--- config.mk ---
export PLATFORM = sky130hd
export DESIGN_NAME = sap_core_flat
export DESIGN_NICKNAME = d
export VERILOG_FILES = /design/src/rtl/sap_pkg.sv /design/src/rtl/sap_if.sv /design/src/rtl/sap_tick_gen.sv /design/src/rtl/sap_core.sv /design/src/flat_wrapper.sv
export SDC_FILE = /design/constraint.sdc
export NUM_CORES = 1
export LEC_CHECK = 0
export CELL_PAD_IN_SITES_DETAIL_PLACEMENT = 1
export CELL_PAD_IN_SITES_GLOBAL_PLACEMENT = 2
export CORE_MARGIN = 2
export CORE_UTILIZATION = 40
export DETAILED_ROUTE_END_ITERATION = 16
export PLACE_DENSITY = 0.76
export SYNTH_ARGS = -nofsm -noshare
export SYNTH_HDL_FRONTEND = slang
export SYNTH_SLANG_ARGS = --single-unit
--- constraint.sdc ---
create_clock -name clk -period 3.7 [get_ports clk]
set_clock_uncertainty 0.1 [all_clocks]
set_input_delay 0.74 -clock clk [delete_from_list [all_inputs] [get_ports clk]]
set_output_delay 0.74 -clock clk [all_outputs]
set_load 0.01 [all_outputs]
--- src/rtl/sap_pkg.sv ---
// Shared definitions for the accumulator CPU: opcode and sequencer state encodings,
// plus the helper that tells the sequencer which execute step finishes each opcode.
package sap_pkg;

  typedef enum logic [3:0] {
    OP_NOP  = 4'h0,
    OP_LDA  = 4'h1,
    OP_ADD  = 4'h2,
    OP_OUT  = 4'h3,
    OP_JMP  = 4'h4,
    OP_STA  = 4'h5,
    OP_SUB  = 4'h6,
    OP_LDI  = 4'h7,
    OP_JC   = 4'h8,
    OP_JZ   = 4'h9,
    OP_HLT  = 4'hE,
    OP_NOPF = 4'hF
  } opcode_e;

  typedef enum logic [2:0] {
    S_IDLE,
    S_F1,
    S_F2,
    S_E1,
    S_E2,
    S_E3,
    S_HALT
  } state_e;

  function automatic state_e last_e(input logic [3:0] op);
    case (op)
      OP_LDA, OP_STA: return S_E2;
      OP_ADD, OP_SUB: return S_E3;
      default:        return S_E1;
    endcase
  endfunction

endpackage

--- src/rtl/sap_if.sv ---
// Host-side port bundle of the CPU: program-load/start controls in, output and debug views out.
// Plain wires with no handshake; the host simply strobes start/prog_we for one cycle.
interface sap_if #(
  parameter int DATA_W = 8,
  parameter int ADDR_W = 4
);
  logic              start;
  logic              prog_we;
  logic [ADDR_W-1:0] prog_addr;
  logic [DATA_W-1:0] prog_data;
  logic [DATA_W-1:0] out_data;
  logic              out_valid;
  logic              halted;
  logic              busy;
  logic [ADDR_W-1:0] pc_dbg;
  logic [DATA_W-1:0] bus_view;

  modport master (
    output start, prog_we, prog_addr, prog_data,
    input  out_data, out_valid, halted, busy, pc_dbg, bus_view
  );

  modport slave (
    input  start, prog_we, prog_addr, prog_data,
    output out_data, out_valid, halted, busy, pc_dbg, bus_view
  );
endinterface

--- src/rtl/sap_tick_gen.sv ---
// Free-running step-rate divider: tick is high for one clk every CLK_DIV cycles.
// Zero latency from count to tick; never stalls, runs in every CPU state.
module sap_tick_gen #(
  parameter int CLK_DIV = 700000
) (
  input  logic clk,
  input  logic rst_n,
  output logic tick
);
  localparam int CNT_W = (CLK_DIV > 1) ? $clog2(CLK_DIV) : 1;
  localparam logic [CNT_W-1:0] LAST = CNT_W'(CLK_DIV - 1);

  logic [CNT_W-1:0] cnt;

  assign tick = (cnt == LAST);

  always_ff @(posedge clk or negedge rst_n) begin
    if (!rst_n)    cnt <= '0;
    else if (tick) cnt <= '0;
    else           cnt <= cnt + CNT_W'(1);
  end
endmodule

--- src/rtl/sap_core.sv ---
// Microcoded bus-based accumulator CPU: F1/F2 fetch, up to three execute steps, one step per tick.
// IDLE/HALT exit and program-load writes act on the next clk edge; no backpressure on outputs.
module sap_core import sap_pkg::*; #(
  parameter int DATA_W  = 8,
  parameter int ADDR_W  = 4,
  parameter int CLK_DIV = 700000
) (
  input logic  clk,
  input logic  rst_n,
  sap_if.slave host
);
  state_e            state, state_nxt;
  logic              tick, adv, parked;
  logic [ADDR_W-1:0] pc, mar;
  logic [DATA_W-1:0] ir, a_reg, b_reg, out_reg, bus_dat, ram_rd;
  logic              c_flag, z_flag, out_vld;
  logic [DATA_W-1:0] mem [2**ADDR_W];

  logic [3:0]        opcode;
  logic [ADDR_W-1:0] operand;
  logic [DATA_W-1:0] imm;
  logic [DATA_W:0]   alu_res;
  logic              alu_c;

  logic pc_oe, ram_oe, op_oe, a_oe, alu_oe, imm_oe;
  logic mar_ld, ir_ld, a_ld, b_ld, out_ld, pc_ld, pc_inc, ram_we, flag_ld;

  logic              ram_wr;
  logic [ADDR_W-1:0] ram_wa;
  logic [DATA_W-1:0] ram_wd;

  sap_tick_gen #(.CLK_DIV(CLK_DIV)) u_tick (
    .clk   (clk),
    .rst_n (rst_n),
    .tick  (tick)
  );

  assign parked  = (state == S_IDLE) || (state == S_HALT);
  assign adv     = tick && !parked;
  assign opcode  = ir[DATA_W-1:DATA_W-4];
  assign operand = ir[ADDR_W-1:0];
  assign imm     = DATA_W'(ir[DATA_W-5:0]);
  assign ram_rd  = mem[mar];

  // SUB carry is "no borrow": the extra bit is clear when A >= B.
  always_comb begin
    alu_res = '0;
    alu_c   = 1'b0;
    if (opcode == OP_SUB) begin
      alu_res = {1'b0, a_reg} - {1'b0, b_reg};
      alu_c   = ~alu_res[DATA_W];
    end else begin
      alu_res = {1'b0, a_reg} + {1'b0, b_reg};
      alu_c   = alu_res[DATA_W];
    end
  end

  // Control decode and next state; load enables take effect only on adv.
  always_comb begin
    state_nxt = state;
    pc_oe = 1'b0; ram_oe = 1'b0; op_oe = 1'b0; a_oe = 1'b0; alu_oe = 1'b0; imm_oe = 1'b0;
    mar_ld = 1'b0; ir_ld = 1'b0; a_ld = 1'b0; b_ld = 1'b0; out_ld = 1'b0;
    pc_ld = 1'b0; pc_inc = 1'b0; ram_we = 1'b0; flag_ld = 1'b0;
    case (state)
      S_IDLE, S_HALT: if (host.start) state_nxt = S_F1;
      S_F1: begin
        pc_oe  = 1'b1;
        mar_ld = 1'b1;
        if (tick) state_nxt = S_F2;
      end
      S_F2: begin
        ram_oe = 1'b1;
        ir_ld  = 1'b1;
        pc_inc = 1'b1;
        if (tick) state_nxt = S_E1;
      end
      S_E1, S_E2, S_E3: begin
        if (state == S_E1) begin
          case (opcode)
            OP_LDA, OP_STA, OP_ADD, OP_SUB: begin op_oe = 1'b1; mar_ld = 1'b1; end
            OP_OUT: begin a_oe = 1'b1; out_ld = 1'b1; end
            OP_JMP: begin op_oe = 1'b1; pc_ld = 1'b1; end
            OP_JC:  begin op_oe = 1'b1; pc_ld = c_flag; end
            OP_JZ:  begin op_oe = 1'b1; pc_ld = z_flag; end
            OP_LDI: begin imm_oe = 1'b1; a_ld = 1'b1; end
            default: ;
          endcase
        end else if (state == S_E2) begin
          case (opcode)
            OP_LDA:         begin ram_oe = 1'b1; a_ld = 1'b1; end
            OP_STA:         begin a_oe = 1'b1; ram_we = 1'b1; end
            OP_ADD, OP_SUB: begin ram_oe = 1'b1; b_ld = 1'b1; end
            default: ;
          endcase
        end else begin
          alu_oe  = 1'b1;
          a_ld    = 1'b1;
          flag_ld = 1'b1;
        end
        if (tick) begin
          if (state == last_e(opcode))
            state_nxt = (opcode == OP_HLT) ? S_HALT : S_F1;
          else
            state_nxt = (state == S_E1) ? S_E2 : S_E3;
        end
      end
      default: state_nxt = S_IDLE;
    endcase
  end

  always_comb begin
    bus_dat = '0;
    if (pc_oe)       bus_dat = DATA_W'(pc);
    else if (ram_oe) bus_dat = ram_rd;
    else if (op_oe)  bus_dat = DATA_W'(operand);
    else if (a_oe)   bus_dat = a_reg;
    else if (alu_oe) bus_dat = alu_res[DATA_W-1:0];
    else if (imm_oe) bus_dat = imm;
  end

  always_ff @(posedge clk or negedge rst_n) begin
    if (!rst_n) begin
      state   <= S_IDLE;
      pc      <= '0;
      mar     <= '0;
      ir      <= '0;
      a_reg   <= '0;
      b_reg   <= '0;
      out_reg <= '0;
      out_vld <= 1'b0;
      c_flag  <= 1'b0;
      z_flag  <= 1'b0;
    end else begin
      state   <= state_nxt;
      out_vld <= adv && out_ld;
      if (parked && host.start) pc <= '0;
      if (adv) begin
        if (mar_ld) mar <= bus_dat[ADDR_W-1:0];
        if (ir_ld)  ir <= bus_dat;
        if (pc_inc) pc <= pc + 1'b1;
        else if (pc_ld) pc <= bus_dat[ADDR_W-1:0];
        if (a_ld)   a_reg <= bus_dat;
        if (b_ld)   b_reg <= bus_dat;
        if (out_ld) out_reg <= bus_dat;
        if (flag_ld) begin
          c_flag <= alu_c;
          z_flag <= (alu_res[DATA_W-1:0] == '0);
        end
      end
    end
  end

  // The load port owns the single write port whenever the sequencer is parked.
  assign ram_wr = (adv && ram_we) || (parked && host.prog_we);
  assign ram_wa = parked ? host.prog_addr : mar;
  assign ram_wd = parked ? host.prog_data : bus_dat;

  always_ff @(posedge clk) begin
    if (ram_wr) mem[ram_wa] <= ram_wd;
  end

  assign host.out_data  = out_reg;
  assign host.out_valid = out_vld;
  assign host.halted    = (state == S_HALT);
  assign host.busy      = !parked;
  assign host.pc_dbg    = pc;
  assign host.bus_view  = b_reg;
endmodule

--- src/flat_wrapper.sv ---
// flat-port wrapper written by rule: the top's interface ports become plain ports
module sap_core_flat import sap_pkg::*;
#(
  parameter int DATA_W  = 8,
  parameter int ADDR_W  = 4,
  parameter int CLK_DIV = 700000
)
  (clk, rst_n, host_start, host_prog_we, host_prog_addr, host_prog_data, host_out_data, host_out_valid, host_halted, host_busy, host_pc_dbg, host_bus_view);
  sap_if #(.DATA_W(DATA_W), .ADDR_W(ADDR_W)) host_i ();
  input logic clk;
  input logic rst_n;
  input wire logic [$bits(host_i.start)-1:0] host_start;
  input wire logic [$bits(host_i.prog_we)-1:0] host_prog_we;
  input wire logic [$bits(host_i.prog_addr)-1:0] host_prog_addr;
  input wire logic [$bits(host_i.prog_data)-1:0] host_prog_data;
  output wire logic [$bits(host_i.out_data)-1:0] host_out_data;
  output wire logic [$bits(host_i.out_valid)-1:0] host_out_valid;
  output wire logic [$bits(host_i.halted)-1:0] host_halted;
  output wire logic [$bits(host_i.busy)-1:0] host_busy;
  output wire logic [$bits(host_i.pc_dbg)-1:0] host_pc_dbg;
  output wire logic [$bits(host_i.bus_view)-1:0] host_bus_view;
  assign host_i.start = host_start;
  assign host_i.prog_we = host_prog_we;
  assign host_i.prog_addr = host_prog_addr;
  assign host_i.prog_data = host_prog_data;
  assign host_out_data = host_i.out_data;
  assign host_out_valid = host_i.out_valid;
  assign host_halted = host_i.halted;
  assign host_busy = host_i.busy;
  assign host_pc_dbg = host_i.pc_dbg;
  assign host_bus_view = host_i.bus_view;
  sap_core #(.DATA_W(DATA_W), .ADDR_W(ADDR_W), .CLK_DIV(CLK_DIV)) u_core (.clk(clk), .rst_n(rst_n), .host(host_i));
endmodule
==> metrics <==
Tcrit/Tclk final 0.930; combinational group share of total power 0.009; static leakage 3.66 nW; max-capacitance violation count 0; RR Startpoint u_core.mar[0]; Sw Ratio 0.227; GP Congestion 0.862; DRC Markers 0; crit path from u_core.state[2]; Final ANT Viol Nets 0; Die W 154 um; latest clock arrival within the worst-skew pair between 0.4 and 0.5 ns; Crit path largest cell delay ~0.6 ns; maximum vdd ir drop 0.000231 V; startpoint types flip-flop; CTS Sinks 194; fin util 0.481; largest net degree at the start of global routing 38; placed cells 1041; htree depth 4; # diodes 0; fin cells 1073; power per cell area between 300 and 400 mW/mm^2; number of port buffers 38; asr flop ratio synth 0.340; Crit Path Class reg2out; area growth from synthesis to layout 19.3%; first-iteration detailed-routing DRC count 507; Data required, critical path 2.86 ns; unrepaired setup endpoints after global routing no; highest-count cells in the layout ignoring fill and taps 128 x edfxtp_1, 73 x nand2_1, 66 x dfrtp_1; initial antenna violation count 0; Synth Flop Type edfxtp_1; status completed; depth of the worst register-to-register path 7; FP Rows 55; first-pass GRT wire length 38800 um; CTS root buffer clkbuf_16; DRT Pass-1 Iters 5; Routed WL per cell 23.2 um; final hold vios 0; GRT Residual Overflow 0; Die Y 154 um; syn_nets 724; vias 6095; Max-slew headroom 0.461; Crit. End Element output pin; worst path arrival time roughly 2.6 ns; syn_area_per_cell ~13 um^2; R2R setup slack roughly 0.33 ns; Max Slew Vio Count 0; Worst-Margin Slew 0.808 ns; HPWL after detailed placement 18000 um; Total GRT Usage 0.217; Distinct cells, synth 63; sequential-to-total area share from yosys stat 0.607; yosys warns 0; drt total wl 24900 um; Core Region 0.0224 mm^2; Seq cells post-synth between 150 and 200; crit-path max FO 11; Clk pwr share 0.454; CTS max path bufs 2; CTS tree built; max frequency 291 MHz; initial core utilization 0.403; final setup fails 0; most common cell after layout, fill and taps aside edfxtp_1; Sw Pwr 0.965 mW; Hold Buf Count CTS 0; Die ar. 0.0238 mm^2; critical path's slowest cell clkdlybuf4s50_1; mapped cell area 0.00905 mm^2; fin nets 812; largest registers u_core.mem (128), u_core.u_tick.cnt (20); IO Pins 39; register share of total power 0.537; share of post-route cells with drive strength above 1 0.175; Largest Register u_core.mem; Vias/cell ~5.7; final worst path period need 3.44 ns; Pint roughly 3.3 mW; number of global-route vias before repair between 6k and 7k; min-delay worst type in2async; Post-synth EDFFs 128; Mapped Cells 687; max reg flops 128; Clock transition at path regs ~0.08 ns; CTS buffer count 17; CP cell instances inv_1 -> nor2_1 -> nor3_2 -> clkinv_1 -> clkdlybuf4s50_1
## cell usage after synthesis (all sizes together), types with 8 or more instances
master / instances / area [um^2]
edfxtp: 128 / 3840
nand2: 73 / 274
dfrtp: 66 / 1650
nor2: 62 / 233
o21ai: 49 / 245
mux4: 39 / 916
a21oi: 28 / 140
clkbuf: 25 / 93.8
ha: 19 / 238
inv: 19 / 71.3
nand3: 16 / 80.1
xnor2: 15 / 131
nor2b: 14 / 87.6
nor3: 11 / 60.1
xor2: 10 / 87.6
buf: 8 / 42.5
## worst max-delay path, delay by kind of cell, from the launching register on
kind | cells | cell delay, ns
buffers and inverters | 3 | 1.24
DFF | 1 | 0.52
and+or+nand+nor | 2 | 0.40
## power groups by stage
stage	clock network (mW)	logic, mW	registers (mW)
2_1_floorplan	0	0.00181	2.34
3_3_place_gp	0	0.0401	2.34
3_5_place_dp	0	0.0405	2.34
4_1_cts	1.98	0.0406	2.29
5_1_grt	2.06	0.0425	2.29
6_report	1.93	0.0389	2.29
## per-layer routing
metal  GRT usage  part of all wire
met5           0                 0
met4      0.0657             0.021
met3      0.0305             0.032
met2       0.379              0.52
met1       0.282              0.43
## cell families after synthesis
kind of cell	synth area share
AOI/OAI and AO/OA	0.0846
xor gates and xnor gates	0.0242
adders and majority gates	0.0307
buffers and inverters	0.0238
DFF	0.607
muxes	0.114
and+or+nand+nor	0.115
## stage by stage
stage | cell area (um^2) | setup TNS (ns) | power, mW | hold WS (ns) | setup slack, ns
final | 10800 | 0 | 4.26 | 0.279 | 0.260
after global routing | 10800 | 0 | 4.40 | 0.306 | 0.0302
after CTS | 10800 | 0 | 4.31 | 0.294 | 0.258
after detailed placement | 10200 | -0.252 | 2.38 | 0.369 | -0.0160
after global placement | 10200 | 0 | 2.38 | 0.366 | 0.181
after floorplan | 9050 | 0 | 2.34 | 0.344 | 0.464
## area by class of cell
| type | count | area [um^2] |
|---|---|---|
| inverters | 21 | 78.8 |
| repair buffers | 102 | 881 |
| clock buffers | 17 | 425 |
| flip-flops and latches | 194 | 5500 |
| clock inverters | 15 | 208 |
| fillers | 2285 | 11600 |
| multi-input cells | 439 | 3350 |
| well taps | 285 | 357 |
## worst paths after layout
path / to
hold / removal: u_core.host.bus_view[4]
min in group clk: u_core.u_tick.cnt[0]
max in group asynchronous: u_core.host.pc_dbg[3]
hold reg to reg: u_core.u_tick.cnt[0]
setup / recovery: host_busy
setup reg to reg: u_core.mem[7][3]
## repair_timing
action                     in CTS  in global routing
setup endpoints to repair      16                 29
resized for setup               1                  1
setup buffers                   0                  0
No activity file was read; power rests on OpenSTA's default activity.
